==> config.mk <==
export PLATFORM = sky130hd
export DESIGN_NAME = gpr_wb_seq_flat
export DESIGN_NICKNAME = d
export VERILOG_FILES = /design/src/rtl/gpr_pkg.sv /design/src/rtl/gpr_wb_seq_if.sv /design/src/rtl/gpr_wb_seq.sv /design/src/flat_wrapper.sv
export SDC_FILE = /design/constraint.sdc
export NUM_CORES = 1
export LEC_CHECK = 0
export ABC_AREA = 1
export CAP_MARGIN = 5
export CORE_AREA = 2 2 130 132
export CTS_CLUSTER_SIZE = 8
export DETAILED_ROUTE_END_ITERATION = 10
export DIE_AREA = 0 0 132 134
export SLEW_MARGIN = 20
export SYNTH_ARGS = -nofsm -noshare
export SYNTH_HDL_FRONTEND = slang
export SYNTH_SLANG_ARGS = --single-unit
==> constraint.sdc <==
create_clock -name clk -period 2.4 [get_ports clk]
set_clock_uncertainty 0.05 [all_clocks]
set_input_delay 0.72 -clock clk [delete_from_list [all_inputs] [get_ports clk]]
set_output_delay 0.72 -clock clk [all_outputs]
set_load 0.01 [all_outputs]
==> src/rtl/gpr_pkg.sv <==
// gpr_pkg: shared state encoding, register indices and first-write priority for the GPR writeback sequencer
package gpr_pkg;
    localparam int REG_W = 5;
    localparam logic [REG_W-1:0] REG_ZERO = 5'd0;
    localparam logic [REG_W-1:0] LINK_REG = 5'd31;
    localparam logic [REG_W-1:0] OVF_REG  = 5'd30;
    localparam logic [31:0]      OVF_VAL  = 32'h1;

    typedef enum logic [1:0] {
        IDLE    = 2'd0,
        WR_LINK = 2'd1,
        WR_MAIN = 2'd2,
        WR_OVF  = 2'd3
    } state_t;

    // Writes are issued in the fixed order link, main, overflow.
    function automatic state_t first_state(input logic link, input logic main, input logic ovf);
        return link ? WR_LINK : main ? WR_MAIN : ovf ? WR_OVF : IDLE;
    endfunction
endpackage

==> src/rtl/gpr_wb_seq_if.sv <==
// gpr_wb_seq_if: result-bundle handshake from MEM/WB plus the single register-file write port
//   in_valid/in_ready   bundle handshake
//   in_wen/in_rw/in_data destination write request
//   in_jal/in_link      link write request and address
//   in_over             arithmetic overflow flag
//   RegWr/rw/busW       register-file write port
//   busy                a write is being issued
interface gpr_wb_seq_if;
    logic                       in_valid;
    logic                       in_ready;
    logic                       in_wen;
    logic [gpr_pkg::REG_W-1:0]  in_rw;
    logic [31:0]                in_data;
    logic                       in_jal;
    logic [31:0]                in_link;
    logic                       in_over;
    logic                       RegWr;
    logic [gpr_pkg::REG_W-1:0]  rw;
    logic [31:0]                busW;
    logic                       busy;

    modport master (
        output in_valid, in_wen, in_rw, in_data, in_jal, in_link, in_over,
        input  in_ready, RegWr, rw, busW, busy
    );

    modport slave (
        input  in_valid, in_wen, in_rw, in_data, in_jal, in_link, in_over,
        output in_ready, RegWr, rw, busW, busy
    );
endinterface

==> src/rtl/gpr_wb_seq.sv <==
// gpr_wb_seq: expands one retired-instruction result bundle into ordered single-register writes
//   clk  rising-edge clock
//   rst  asynchronous active-low reset
//   io   slave side of gpr_wb_seq_if (bundle handshake in, register-file write port out)
module gpr_wb_seq #(
    parameter logic [gpr_pkg::REG_W-1:0] LINK_REG = gpr_pkg::LINK_REG,
    parameter logic [gpr_pkg::REG_W-1:0] OVF_REG  = gpr_pkg::OVF_REG,
    parameter logic [31:0]               OVF_VAL  = gpr_pkg::OVF_VAL
) (
    input logic          clk,
    input logic          rst,
    gpr_wb_seq_if.slave  io
);
    import gpr_pkg::*;

    state_t           state;
    state_t           nxt;
    logic             r_main;
    logic             r_ovf;
    logic             ready;
    logic             need_main;
    logic             accept;
    logic [REG_W-1:0] rw_l;
    logic [31:0]      data_l;

    // r_main/r_ovf hold the writes still owed after the one currently on the port,
    // so with none owed the current write is the bundle's last and a new bundle may enter.
    assign ready       = !(r_main || r_ovf);
    assign io.in_ready = ready;
    assign io.busy     = state != IDLE;
    assign need_main   = io.in_wen && !io.in_over && io.in_rw != REG_ZERO;
    assign accept      = io.in_valid && ready;
    assign nxt         = r_main ? WR_MAIN :
                         r_ovf  ? WR_OVF  :
                         accept ? first_state(io.in_jal, need_main, io.in_over) : IDLE;

    always_ff @(posedge clk or negedge rst) begin
        if (!rst) begin
            state    <= IDLE;
            r_main   <= 1'b0;
            r_ovf    <= 1'b0;
            rw_l     <= '0;
            data_l   <= '0;
            io.RegWr <= 1'b0;
            io.rw    <= '0;
            io.busW  <= '0;
        end else begin
            state    <= nxt;
            io.RegWr <= nxt != IDLE;
            // Only a link-first bundle can owe further writes; main and overflow are exclusive.
            if (accept) begin
                r_main <= io.in_jal && need_main;
                r_ovf  <= io.in_jal && io.in_over;
                rw_l   <= io.in_rw;
                data_l <= io.in_data;
            end else begin
                r_main <= 1'b0;
                r_ovf  <= 1'b0;
            end
            case (nxt)
                WR_LINK: begin
                    io.rw   <= LINK_REG;
                    io.busW <= io.in_link;
                end
                WR_MAIN: begin
                    io.rw   <= r_main ? rw_l : io.in_rw;
                    io.busW <= r_main ? data_l : io.in_data;
                end
                WR_OVF: begin
                    io.rw   <= OVF_REG;
                    io.busW <= OVF_VAL;
                end
                default: ;
            endcase
        end
    end
endmodule

==> src/flat_wrapper.sv <==
// flat-port wrapper written by rule: the top's interface ports become plain ports
module gpr_wb_seq_flat import gpr_pkg::*;
#(
    parameter logic [gpr_pkg::REG_W-1:0] LINK_REG = gpr_pkg::LINK_REG,
    parameter logic [gpr_pkg::REG_W-1:0] OVF_REG  = gpr_pkg::OVF_REG,
    parameter logic [31:0]               OVF_VAL  = gpr_pkg::OVF_VAL
)
  (clk, rst, io_in_valid, io_in_wen, io_in_rw, io_in_data, io_in_jal, io_in_link, io_in_over, io_in_ready, io_RegWr, io_rw, io_busW, io_busy);
  gpr_wb_seq_if io_i ();
  input logic clk;
  input logic rst;
  input wire logic [$bits(io_i.in_valid)-1:0] io_in_valid;
  input wire logic [$bits(io_i.in_wen)-1:0] io_in_wen;
  input wire logic [$bits(io_i.in_rw)-1:0] io_in_rw;
  input wire logic [$bits(io_i.in_data)-1:0] io_in_data;
  input wire logic [$bits(io_i.in_jal)-1:0] io_in_jal;
  input wire logic [$bits(io_i.in_link)-1:0] io_in_link;
  input wire logic [$bits(io_i.in_over)-1:0] io_in_over;
  output wire logic [$bits(io_i.in_ready)-1:0] io_in_ready;
  output wire logic [$bits(io_i.RegWr)-1:0] io_RegWr;
  output wire logic [$bits(io_i.rw)-1:0] io_rw;
  output wire logic [$bits(io_i.busW)-1:0] io_busW;
  output wire logic [$bits(io_i.busy)-1:0] io_busy;
  assign io_i.in_valid = io_in_valid;
  assign io_i.in_wen = io_in_wen;
  assign io_i.in_rw = io_in_rw;
  assign io_i.in_data = io_in_data;
  assign io_i.in_jal = io_in_jal;
  assign io_i.in_link = io_in_link;
  assign io_i.in_over = io_in_over;
  assign io_in_ready = io_i.in_ready;
  assign io_RegWr = io_i.RegWr;
  assign io_rw = io_i.rw;
  assign io_busW = io_i.busW;
  assign io_busy = io_i.busy;
  gpr_wb_seq #(.LINK_REG(LINK_REG), .OVF_REG(OVF_REG), .OVF_VAL(OVF_VAL)) u_core (.clk(clk), .rst(rst), .io(io_i));
endmodule
==> impl_table.tex, run 1 <==
\begin{tabular}{lr}
\hline
Metric & Value \\
\hline
\multicolumn{2}{l}{\textbf{Status}} \\
\quad Result of the run & finished, final reports clean \\
\multicolumn{2}{l}{\textbf{Routing}} \\
\quad Mean routed wirelength per cell & 13.8 um \\
\quad Post-detailed-routing wire length & 10900 um \\
\quad First-pass iteration count of the detailed router & 4 \\
\quad Antenna Violating Nets Remaining & 0 \\
\quad Number of remaining DRC errors & 0 \\
\quad Initial detailed-routing violation count & 190 \\
\quad Post-DR vias/cell & 4.42 \\
\quad Number of vias after detailed routing & 3504 \\
\multicolumn{2}{l}{\textbf{Global routing}} \\
\quad Total congestion overflow after global routing & 0 \\
\quad Number of antenna violations at the first check in global routing & 0 \\
\quad Number of global-route vias before repair & 3467 \\
\quad Global-route usage over all layers & 12.5\% \\
\quad First-pass GRT wire length & 17700 um \\
\quad Pin count of the biggest net entering global routing & 73 \\
\multicolumn{2}{l}{\textbf{Finish}} \\
\quad Fraction of layout instances using a drive strength above 1 & 7.85\% \\
\quad Design Area, Final & 5520 sq um \\
\quad Growth of design area from synthesis to finish & 43.1\% \\
\quad Highest-count cells in the layout ignoring fill and taps & sky130\_fd\_sc\_hd\_\_clkdlybuf4s50\_1, sky130\_fd\_sc\_hd\_\_dfrtp\_1, sky130\_fd\_sc\_hd\_\_nand2\_1 \\
\quad Count of nets after finishing & 644 \\
\quad Total inserted antenna cells & 0 \\
\quad Leading cell type in the layout, fill and taps excluded & sky130\_fd\_sc\_hd\_\_clkdlybuf4s50\_1 \\
\multicolumn{2}{l}{\textbf{Pwr}} \\
\quad Net switching power figure & 1.05 mW \\
\quad Total power per unit cell area & 684 nW/um\^{}2 \\
\quad Leakage power of the design & 2.31 nW \\
\quad Sw frac & 27.7\% \\
\quad Worst-case vdd ir drop & 330 uV \\
\quad Share of power burned in combinational logic & 24.2\% \\
\quad Int Pwr & 2.73 mW \\
\quad Flop pwr share & 43.3\% \\
\quad Clock share of power & 32.5\% \\
\multicolumn{2}{l}{\textbf{Setup path}} \\
\quad Worst path arrival time & 1.48 ns \\
\quad Cell family with most CP delay & buffers and inverters \\
\quad Critical path buffers and inverters & 1 \\
\quad Worst setup EP type & output port \\
\quad Max stage delay on crit path & 0.49 ns \\
\quad Cells traversed along the worst timing path & or2\_2 > clkdlybuf4s50\_1 \\
\quad Required @ worst endpoint & 1.63 ns \\
\quad Cell with the biggest individual delay on the critical path & sky130\_fd\_sc\_hd\_\_clkdlybuf4s50\_1 \\
\quad Startpoint Class & flop \\
\quad Classification of the worst setup path & flop to output port \\
\quad Worst-path fanout max & 1 \\
\multicolumn{2}{l}{\textbf{STA}} \\
\quad RSZ-0062 raised after global routing & no \\
\quad Slew headroom & 56.5\% \\
\quad Highest achievable clock rate & 0.444 GHz \\
\quad Min cycle time layout & 2.25 ns \\
\quad Final critical-path share of the clock period & 93.9\% \\
\quad Setup TNS Final & 0 ns \\
\quad Slew at the pin closest to its max-slew limit & 0.653 ns \\
\quad Number of failing hold endpoints at the final stage & 0 \\
\quad Final hold slack & 0.196 ns \\
\quad Slew Limit Fails & 0 \\
\quad Endpoints failing setup & 0 \\
\multicolumn{2}{l}{\textbf{Clock tree}} \\
\quad Clock root buffer master & sky130\_fd\_sc\_hd\_\_clkbuf\_16 \\
\quad CTS tree & built \\
\quad Sink Count & 79 \\
\quad Worst-Skew Late Latency & 0.34 ns \\
\quad Total CTS buffers & 9 \\
\quad Quantity of gates resized following cts & 0 \\
\quad CTS H-tree lvls & 3 \\
\quad CTS Hold Buffers Added & 0 \\
\quad Clock transition at path regs & 0.05 ns \\
\quad Number of buffers between clock root and the deepest sink & 2 \\
\quad Number of buffers inserted to repair setup after CTS & 0 \\
\multicolumn{2}{l}{\textbf{Floorplanning}} \\
\quad Row Count & 47 \\
\quad I/O pin count & 115 \\
\quad Initial Utilization & 23.7\% \\
\quad Placeable core region & 16300 sq um \\
\quad Die span in x & 132 um \\
\quad Total die area & 17700 sq um \\
\quad Vertical extent of the die & 134 um \\
\multicolumn{2}{l}{\textbf{Synthesis}} \\
\quad Avg Synthesized Cell Area & 8.39 sq um \\
\quad Post-synthesis cell type with the largest combined area & sky130\_fd\_sc\_hd\_\_dfrtp\_1 \\
\quad Leading cell types by total area after synthesis & sky130\_fd\_sc\_hd\_\_dfrtp\_1, sky130\_fd\_sc\_hd\_\_nand2\_1, sky130\_fd\_sc\_hd\_\_o21ai\_0, sky130\_fd\_sc\_hd\_\_o211ai\_1, sky130\_fd\_sc\_hd\_\_nand3\_1 \\
\quad Synthesized area & 3860 sq um \\
\quad Post-Syn Instances & 460 \\
\quad Post-synthesis sequential element count & 79 \\
\quad Part of the Yosys area used for sequential elements & 51.2\% \\
\quad Portion of synthesized cell area occupied by the leading cell type & 51.2\% \\
\quad YS warnings & 0 \\
\quad Count of different cell masters after synthesis & 23 \\
\quad Net count after synthesis & 535 \\
\multicolumn{2}{l}{\textbf{Placed design}} \\
\quad Final Wtd Congestion & 0.809 \\
\quad Area post-placement & 5260 sq um \\
\quad Estimated wirelength of the detail-placed design & 7780 um \\
\quad Count of buffers inserted at the top-level ports & 114 \\
\multicolumn{2}{l}{\textbf{Job}} \\
\quad Max Cap Violations & 0 \\
\multicolumn{2}{l}{\textbf{Min path}} \\
\quad Path category of the worst min-delay check & input pin to asynchronous set/reset pin \\
\hline
\end{tabular}
worst register-to-register path, stage by stage (launching register included):
cell	delay (ns)
sky130_fd_sc_hd__dfrtp_2	0.41
sky130_fd_sc_hd__buf_4	0.56
sky130_fd_sc_hd__inv_1	0.12
sky130_fd_sc_hd__nand2_2	0.16
sky130_fd_sc_hd__buf_4	0.28
sky130_fd_sc_hd__o211ai_1	0.12
sky130_fd_sc_hd__a21oi_1	0.20
cells in the mapped netlist (all sizes together):
cell and count:
inv 45, o21ai 71, dfrtp 79, or2 1, mux2 3, nor3 2, clkbuf 11, a21oi 33
nor2 39, o21bai 1, o211ai 32, buf 24, nand2 78, mux2i 3, nand3 38
per-layer routing:
layer | wire length, um | vias up | global-route usage [%]
met5 | 0 | - | 0
met4 | 183 | 0 | 5.25
met3 | 529 | 16 | 2.80
met2 | 5210 | 93 | 20.2
met1 | 4990 | 1644 | 16.3
li1 | - | 1751 | -
final cells by class:
class,instances,area [sq um]
sequential,79,1980
tap,220,275
inverter,45,169
timing repair buffer,133,1320
clock inverter,1,5.00
clock buffer,14,254
multi-input combinational,301,1520
fill,1709,10800
registers in the layout, indices dropped and copies added (netlist names):
name / flops
u_core.r_ovf: 1
u_core.state: 2
u_core.r_main: 1
u_core.data_l: 32
u_core.io.RegWr: 1
u_core.rw_l: 5
u_core.io.busW: 32
u_core.io.rw: 5
metrics by stage:
step	total power [mW]	instances	utilization [%]	setup slack [ns]
finish	3.78	793	33.9	0.146
global route	3.99	793	33.9	0.0902
detailed placement	2.58	778	32.3	0.0569
floorplan	2.06	460	-	0.704
global placement	2.56	778	32.3	0.0960
CTS	3.85	793	33.9	0.102
power by group through the flow:
| stage | registers, mW | logic, mW | clock network [mW] |
|---|---|---|---|
| floorplan | 1.69 | 0.372 | 0 |
| global placement | 1.65 | 0.914 | 0 |
| detailed placement | 1.66 | 0.926 | 0 |
| CTS | 1.64 | 0.931 | 1.28 |
| global route | 1.66 | 1.01 | 1.33 |
| finish | 1.64 | 0.915 | 1.23 |
kinds of logic after synthesis:
logic type | share of synthesized area (%)
compound gates | 20.0
buf+inv | 9.37
flops | 51.2
mux | 1.65
simple gates | 17.7
path summary, 6_finish.rpt:
path                       slack (ns)                        endpoint  depth (start not counted)                          start
max                              0.15                         io_busy                          2      u_core.state[1]$_DFF_PN0_
min                              0.20       u_core.state[1]$_DFF_PN0_                          1                            rst
max reg2reg                      0.41  u_core.io.busW[11]$_DFFE_PN0P_                          6        u_core.r_main$_DFF_PN0_
min reg2reg                      0.43   u_core.data_l[10]$_DFFE_PN0P_                          2  u_core.data_l[10]$_DFFE_PN0P_
max in group asynchronous        1.55         u_core.r_main$_DFF_PN0_                          2                            rst
min in group clk                 0.43   u_core.data_l[10]$_DFFE_PN0P_                          2  u_core.data_l[10]$_DFFE_PN0P_
Note: power is estimated with default switching activity, not from simulation.
==> inputs of run 2 (changes only) <==
--- a/config.mk
+++ b/config.mk
@@ -11,6 +11,8 @@
 export CTS_CLUSTER_SIZE = 8
 export DETAILED_ROUTE_END_ITERATION = 10
 export DIE_AREA = 0 0 132 134
+export REMOVE_ABC_BUFFERS = 1
+export SETUP_SLACK_MARGIN = 0.02
 export SLEW_MARGIN = 20
 export SYNTH_ARGS = -nofsm -noshare
 export SYNTH_HDL_FRONTEND = slang
==> impl_table.tex, run 2 (synthesis results as in run 1) <==
\begin{tabular}{lr}
\hline
Metric & Value \\
\hline
\multicolumn{2}{l}{\textbf{Status}} \\
\quad Result of the run & finished, final reports clean \\
\multicolumn{2}{l}{\textbf{Job}} \\
\quad Max Cap Violations & 0 (unchanged) \\
\multicolumn{2}{l}{\textbf{Setup path}} \\
\quad Endpoint of the worst-slack reg-to-reg timing path & u\_core.io.busW[13]\$\_DFFE\_PN0P\_ \\
\quad Worst setup slack for register-to-register paths & 0.31 ns (-0.10 ns) \\
\quad Startpoint of the most critical register-to-register path & u\_core.r\_main\$\_DFF\_PN0\_ \\
\quad Required @ worst endpoint & 1.63 ns (about the same) \\
\quad Startpoint Class & flop \\
\quad Worst path arrival time & 1.49 ns (about the same) \\
\quad Cell with the biggest individual delay on the critical path & sky130\_fd\_sc\_hd\_\_clkdlybuf4s50\_1 \\
\quad CP Launch Point & u\_core.r\_main\$\_DFF\_PN0\_ \\
\quad Cells traversed along the worst timing path & nor2\_8 > clkdlybuf4s50\_1 \\
\quad Max stage delay on crit path & 0.59 ns (+0.10 ns) \\
\quad Classification of the worst setup path & flop to output port \\
\quad Worst r2r path cells & 6 (unchanged) \\
\quad End of the critical path & io\_in\_ready \\
\quad Worst-path fanout max & 2 (+1) \\
\quad Worst setup EP type & output port \\
\multicolumn{2}{l}{\textbf{Finish}} \\
\quad Growth of design area from synthesis to finish & 44.7\% \\
\quad Post-Route Utilization & 34.3\% (+0.39 points) \\
\quad Fraction of layout instances using a drive strength above 1 & 8.39\% (+0.54 points) \\
\quad Highest-count cells in the layout ignoring fill and taps & sky130\_fd\_sc\_hd\_\_clkdlybuf4s50\_1, sky130\_fd\_sc\_hd\_\_dfrtp\_1, sky130\_fd\_sc\_hd\_\_nand2\_1 \\
\quad Total inserted antenna cells & 0 (unchanged) \\
\quad Design Area, Final & 5580 sq um (+1.2\%) \\
\quad Count of nets after finishing & 642 (-0.31\%) \\
\quad Biggest registers after layout & u\_core.data\_l x32, u\_core.io.busW x32 \\
\quad Leading cell type in the layout, fill and taps excluded & sky130\_fd\_sc\_hd\_\_clkdlybuf4s50\_1 \\
\multicolumn{2}{l}{\textbf{Clock tree}} \\
\quad CTS H-tree lvls & 3 (unchanged) \\
\quad CTS tree & built \\
\quad Clock transition at path regs & 0.06 ns (about the same) \\
\quad Clock root buffer master & sky130\_fd\_sc\_hd\_\_clkbuf\_16 \\
\quad Number of buffers between clock root and the deepest sink & 2 (unchanged) \\
\quad Worst-Skew Late Latency & 0.33 ns (about the same) \\
\quad Number of buffers inserted to repair setup after CTS & 0 (unchanged) \\
\quad CTS Hold Buffers Added & 0 (unchanged) \\
\quad Total CTS buffers & 9 (unchanged) \\
\quad Sink Count & 79 (unchanged) \\
\quad Quantity of gates resized following cts & 0 (unchanged) \\
\multicolumn{2}{l}{\textbf{Pwr}} \\
\quad Net switching power figure & 1.10 mW (+4.9\%) \\
\quad Int Pwr & 2.92 mW (+6.7\%) \\
\quad Total power per unit cell area & 719 nW/um\^{}2 (+5.0\%) \\
\quad Sw frac & 27.3\% (-0.35 points) \\
\quad Leakage power of the design & 2.34 nW (+1.2\%) \\
\quad Clock share of power & 36.3\% (+3.8 points) \\
\quad Worst-case vdd ir drop & 354 uV (+7.4\%) \\
\quad Power Total & 4.01 mW (+6.2\%) \\
\quad Flop pwr share & 40.5\% (-2.8 points) \\
\quad Share of power burned in combinational logic & 23.2\% (-1.0 points) \\
\multicolumn{2}{l}{\textbf{Routing}} \\
\quad Post-DR vias/cell & 4.48 (+1.3\%) \\
\quad Number of vias after detailed routing & 3546 (+1.2\%) \\
\quad Number of remaining DRC errors & 0 (unchanged) \\
\quad Antenna Violating Nets Remaining & 0 (unchanged) \\
\quad Post-detailed-routing wire length & 11300 um (+3.8\%) \\
\quad Initial detailed-routing violation count & 172 (-9.5\%) \\
\quad Mean routed wirelength per cell & 14.3 um (+3.9\%) \\
\quad First-pass iteration count of the detailed router & 4 (unchanged) \\
\multicolumn{2}{l}{\textbf{STA}} \\
\quad Min cycle time layout & 2.26 ns (+0.00717 ns) \\
\quad Worst-case setup margin in the final layout & 0.139 ns (-0.00717 ns) \\
\quad Endpoints failing setup & 0 (unchanged) \\
\quad Final hold slack & 0.267 ns (+0.0703 ns) \\
\quad Slew Limit Fails & 0 (unchanged) \\
\quad Highest achievable clock rate & 0.442 GHz (-0.32\%) \\
\quad Slew headroom & 53.3\% (-3.2 points) \\
\quad RSZ-0062 raised after global routing & no \\
\quad Slew at the pin closest to its max-slew limit & 0.701 ns (+0.0480 ns) \\
\quad Number of failing hold endpoints at the final stage & 0 (unchanged) \\
\quad Final critical-path share of the clock period & 94.2\% (+0.30 points) \\
\multicolumn{2}{l}{\textbf{Placed design}} \\
\quad Final Wtd Congestion & 0.789 (-2.4\%) \\
\quad Estimated wirelength of the detail-placed design & 7830 um (+0.66\%) \\
\quad Area post-placement & 5270 sq um (+0.19\%) \\
\quad DP Worst Slack & -0.0413 ns (-0.0982 ns) \\
\quad Count of buffers inserted at the top-level ports & 114 (unchanged) \\
\multicolumn{2}{l}{\textbf{Floorplanning}} \\
\quad Placeable core region & 16300 sq um (unchanged) \\
\quad Initial Utilization & 23.7\% (unchanged) \\
\quad Row Count & 47 (unchanged) \\
\quad Die span in x & 132 um (unchanged) \\
\quad I/O pin count & 115 (unchanged) \\
\quad Vertical extent of the die & 134 um (unchanged) \\
\quad Total die area & 17700 sq um (unchanged) \\
\multicolumn{2}{l}{\textbf{Global routing}} \\
\quad First-pass GRT wire length & 19200 um (+9.0\%) \\
\quad Global-route usage over all layers & 13.7\% (+1.2 points) \\
\quad Number of global-route vias before repair & 3681 (+6.2\%) \\
\quad Number of antenna violations at the first check in global routing & 1 (+1) \\
\quad Total congestion overflow after global routing & 0 (unchanged) \\
\quad Pin count of the biggest net entering global routing & 73 (unchanged) \\
\multicolumn{2}{l}{\textbf{Min path}} \\
\quad Path category of the worst min-delay check & input pin to asynchronous set/reset pin \\
\hline
\end{tabular}
==> run 2: layout make-up <==
| cell class | instances | area, sq um |
|---|---|---|
| inverter | 45 | 169 |
| sequential | 79 | 1980 |
| timing repair buffer | 131 | 1330 |
| clock buffer | 9 | 225 |
| clock inverter | 7 | 87.6 |
| multi-input combinational | 301 | 1520 |
| fill | 1697 | 10700 |
| tap | 220 | 275 |
==> run 2: worst min path at each step <==
stage / from / to / slack, ns / cells past startpoint
final: rst / u_core.io.RegWr$_DFF_PN0_ / 0.27 / 1
after global routing: rst / u_core.io.busW[29]$_DFFE_PN0P_ / 0.29 / 1
after CTS: rst / u_core.data_l[10]$_DFFE_PN0P_ / 0.27 / 1
after detailed placement: u_core.data_l[4]$_DFFE_PN0P_ / u_core.data_l[4]$_DFFE_PN0P_ / 0.42 / 2
after global placement: u_core.data_l[8]$_DFFE_PN0P_ / u_core.data_l[8]$_DFFE_PN0P_ / 0.42 / 2
after floorplan: rst / u_core.data_l[0]$_DFFE_PN0P_ / 0.37 / 0
==> run 2: worst max-delay path, delay by kind of cell (launching register included) <==
kind	cells	cell delay [ns]
buffers and inverters	1	0.59
DFF	1	0.44
and+or+nand+nor	1	0.12
==> run 2: power groups by stage <==
stage / sequential (mW) / clock, mW / combinational, mW
floorplan: 1.70 / 0 / 0.327
global placement: 1.64 / 0 / 0.925
detailed placement: 1.65 / 0 / 0.947
CTS: 1.63 / 1.51 / 0.951
global route: 1.65 / 1.55 / 1.03
finish: 1.63 / 1.46 / 0.930
==> run 2: per-layer routing <==
metal | wire length (um) | GRT usage [%]
met3 | 658 | 3.48
met1 | 5180 | 17.3
met2 | 5310 | 23.0
met4 | 159 | 4.53
met5 | 13 | 0
==> run 2: through the flow <==
step | setup TNS, ns | cells
floorplan | -39.91 | 425
global placement | 0 | 776
detailed placement | -0.189 | 776
CTS | 0 | 792
global route | 0 | 792
finish | 0 | 792
==> inputs of run 3 (changes only) <==
--- a/config.mk
+++ b/config.mk
@@ -6,11 +6,11 @@
 export NUM_CORES = 1
 export LEC_CHECK = 0
 export ABC_AREA = 1
-export CAP_MARGIN = 5
 export CORE_AREA = 2 2 130 132
 export CTS_CLUSTER_SIZE = 8
 export DETAILED_ROUTE_END_ITERATION = 10
 export DIE_AREA = 0 0 132 134
+export DONT_BUFFER_PORTS = 1
 export REMOVE_ABC_BUFFERS = 1
 export SETUP_SLACK_MARGIN = 0.02
 export SLEW_MARGIN = 20
==> impl_table.tex, run 3 (synthesis results as in run 1) <==
\begin{tabular}{lr}
\hline
Metric & Value \\
\hline
\multicolumn{2}{l}{\textbf{Finish}} \\
\quad Highest-count cells in the layout ignoring fill and taps & sky130\_fd\_sc\_hd\_\_dfrtp\_1, sky130\_fd\_sc\_hd\_\_nand2\_1, sky130\_fd\_sc\_hd\_\_o21ai\_0 \\
\quad Biggest registers after layout & u\_core.data\_l x32, u\_core.io.busW x32 \\
\quad Fraction of layout instances using a drive strength above 1 & 9.23\% (+0.84 points) \\
\quad Count of nets after finishing & 525 (-18\%) \\
\quad Leading cell type in the layout, fill and taps excluded & sky130\_fd\_sc\_hd\_\_dfrtp\_1 \\
\quad Filler Cells Inserted & 1783 (+5.1\%) \\
\quad Post-Route Utilization & 27.2\% (-7.1 points) \\
\quad Growth of design area from synthesis to finish & 14.9\% \\
\quad Total inserted antenna cells & 0 (unchanged) \\
\multicolumn{2}{l}{\textbf{STA}} \\
\quad Min cycle time layout & 2.07 ns (-0.195 ns) \\
\quad Slew at the pin closest to its max-slew limit & 0.432 ns (-0.269 ns) \\
\quad Endpoints failing setup & 0 (unchanged) \\
\quad RSZ-0062 raised after global routing & no \\
\quad Final critical-path share of the clock period & 86.1\% (-8.1 points) \\
\quad Number of failing hold endpoints at the final stage & 0 (unchanged) \\
\quad Slew Limit Fails & 0 (unchanged) \\
\quad Slew headroom & 71.2\% (+18 points) \\
\quad Highest achievable clock rate & 0.484 GHz (+9.4\%) \\
\multicolumn{2}{l}{\textbf{Setup path}} \\
\quad Worst path arrival time & 1.30 ns (-0.19 ns) \\
\quad Worst setup EP type & output port \\
\quad Startpoint Class & flop \\
\quad Worst r2r path cells & 5 (-1) \\
\quad Worst-path fanout max & 10 (+8) \\
\quad Classification of the worst setup path & flop to output port \\
\quad Worst setup slack for register-to-register paths & 0.66 ns (+0.35 ns) \\
\quad Required @ worst endpoint & 1.63 ns (about the same) \\
\multicolumn{2}{l}{\textbf{Placed design}} \\
\quad Final Wtd Congestion & 0.704 (-11\%) \\
\quad Count of buffers inserted at the top-level ports & 0 (-100\%) \\
\quad Estimated wirelength of the detail-placed design & 7280 um (-7.0\%) \\
\multicolumn{2}{l}{\textbf{Floorplanning}} \\
\quad Placeable core region & 16300 sq um (unchanged) \\
\quad Vertical extent of the die & 134 um (unchanged) \\
\quad Total die area & 17700 sq um (unchanged) \\
\quad Row Count & 47 (unchanged) \\
\quad I/O pin count & 115 (unchanged) \\
\quad Die span in x & 132 um (unchanged) \\
\quad Initial Utilization & 23.7\% (unchanged) \\
\multicolumn{2}{l}{\textbf{Routing}} \\
\quad Number of vias after detailed routing & 3125 (-12\%) \\
\quad Post-DR vias/cell & 4.63 (+3.4\%) \\
\quad Detailed-routed wire length on met2 & 5170 um (-2.7\%) \\
\quad Post-detailed-routing wire length & 11100 um (-2.1\%) \\
\quad Routed wl met3 & 909 um (+38\%) \\
\quad Initial detailed-routing violation count & 166 (-3.5\%) \\
\quad Number of remaining DRC errors & 0 (unchanged) \\
\quad Max Used Layer & met5 \\
\quad Routed metal-1 wire length & 4820 um (-7.0\%) \\
\quad Antenna Violating Nets Remaining & 0 (unchanged) \\
\quad First-pass iteration count of the detailed router & 4 (unchanged) \\
\quad Mean routed wirelength per cell & 16.4 um (+15\%) \\
\multicolumn{2}{l}{\textbf{Clock tree}} \\
\quad Number of buffers between clock root and the deepest sink & 2 (unchanged) \\
\quad Clock transition at path regs & 0.06 ns (about the same) \\
\quad CTS tree & built \\
\quad CTS H-tree lvls & 3 (unchanged) \\
\quad Total CTS buffers & 9 (unchanged) \\
\quad Clock root buffer master & sky130\_fd\_sc\_hd\_\_clkbuf\_16 \\
\quad Sink Count & 79 (unchanged) \\
\quad Quantity of gates resized following cts & 0 (unchanged) \\
\quad Worst-Skew Late Latency & 0.34 ns (about the same) \\
\multicolumn{2}{l}{\textbf{Global routing}} \\
\quad Total congestion overflow after global routing & 0 (unchanged) \\
\quad Global-route usage over all layers & 12.6\% (-1.1 points) \\
\quad Number of global-route vias before repair & 3120 (-15\%) \\
\quad Number of antenna violations at the first check in global routing & 1 (unchanged) \\
\quad First-pass GRT wire length & 17200 um (-11\%) \\
\quad Pin count of the biggest net entering global routing & 80 (+9.6\%) \\
\multicolumn{2}{l}{\textbf{Status}} \\
\quad Result of the run & finished, final reports clean \\
\multicolumn{2}{l}{\textbf{Pwr}} \\
\quad Total power per unit cell area & 848 nW/um\^{}2 (+18\%) \\
\quad Worst-case vdd ir drop & 409 uV (+16\%) \\
\quad Leakage power of the design & 1.88 nW (-19\%) \\
\quad Power Total & 3.76 mW (-6.4\%) \\
\multicolumn{2}{l}{\textbf{Min path}} \\
\quad Path category of the worst min-delay check & input pin to asynchronous set/reset pin \\
\multicolumn{2}{l}{\textbf{Job}} \\
\quad Max Cap Violations & 0 (unchanged) \\
\hline
\end{tabular}
[run 3: cell types whose count changed in the layout (fill, tap and decap cells not counted), sizes merged]
cell,before,now
clkinvlp,1,0
clkbuf,9,14
buf,18,13
clkinv,4,0
clkdlybuf4s50,113,0
dlygate4sd3,0,1
[run 3: per-stage QoR]
step                      hold slack [ns]  cells  area (sq um)  TNS (ns)  worst slack [ns]
final                              0.0312    675          4430         0             0.334
after global routing              0.00213    675          4430         0             0.248
after CTS                        0.000877    673          4400         0             0.281
after detailed placement            0.376    657          4060         0             0.372
after global placement              0.376    657          4060         0             0.373
after floorplan                     0.374    425          3670    -39.91            -0.850
[run 3: layer usage]
layer  GRT usage [%]  up-vias
met1            15.5     1505
met3            5.48       14
met5               0        -
li1                -     1511
met4            4.41        2
met2            19.6       93
[run 3: path summary, 6_finish.rpt]
kind,startpoint,endpoint
max,u_core.r_main$_DFF_PN0_,io_in_ready
max in group asynchronous,rst,u_core.io.busW[12]$_DFFE_PN0P_
min in group clk,u_core.data_l[10]$_DFFE_PN0P_,u_core.data_l[10]$_DFFE_PN0P_
min reg2reg,u_core.data_l[10]$_DFFE_PN0P_,u_core.data_l[10]$_DFFE_PN0P_
min,rst,u_core.io.RegWr$_DFF_PN0_
max reg2reg,u_core.r_main$_DFF_PN0_,u_core.rw_l[3]$_DFFE_PN0P_
[run 3: layout make-up]
| class | instances | area, sq um | area share (%) |
|---|---|---|---|
| clock inverter | 2 | 60.1 | 1.36 |
| inverter | 45 | 169 | 3.81 |
| tap | 220 | 275 | 6.21 |
| sequential | 79 | 1980 | 44.6 |
| timing repair buffer | 14 | 145 | 3.27 |
| clock buffer | 14 | 284 | 6.41 |
| multi-input combinational | 301 | 1520 | 34.3 |
[run 3: power by group]
part	switching (mW)	total (mW)	internal (mW)
clock network	0.546	1.57	1.03
logic	0.296	0.476	0.180
registers	0.183	1.71	1.53
[run 3: what timing repair did]
action	CTS	global route
setup buffers	0	0
endpoints found under the hold margin	0	21
hold buffers	0	2
[run 3: critical path, cell delays in order (launching register included)]
cell and delay [ns]:
sky130_fd_sc_hd__dfrtp_2 0.46, sky130_fd_sc_hd__nor2_8 0.23, sky130_fd_sc_hd__buf_4 0.27
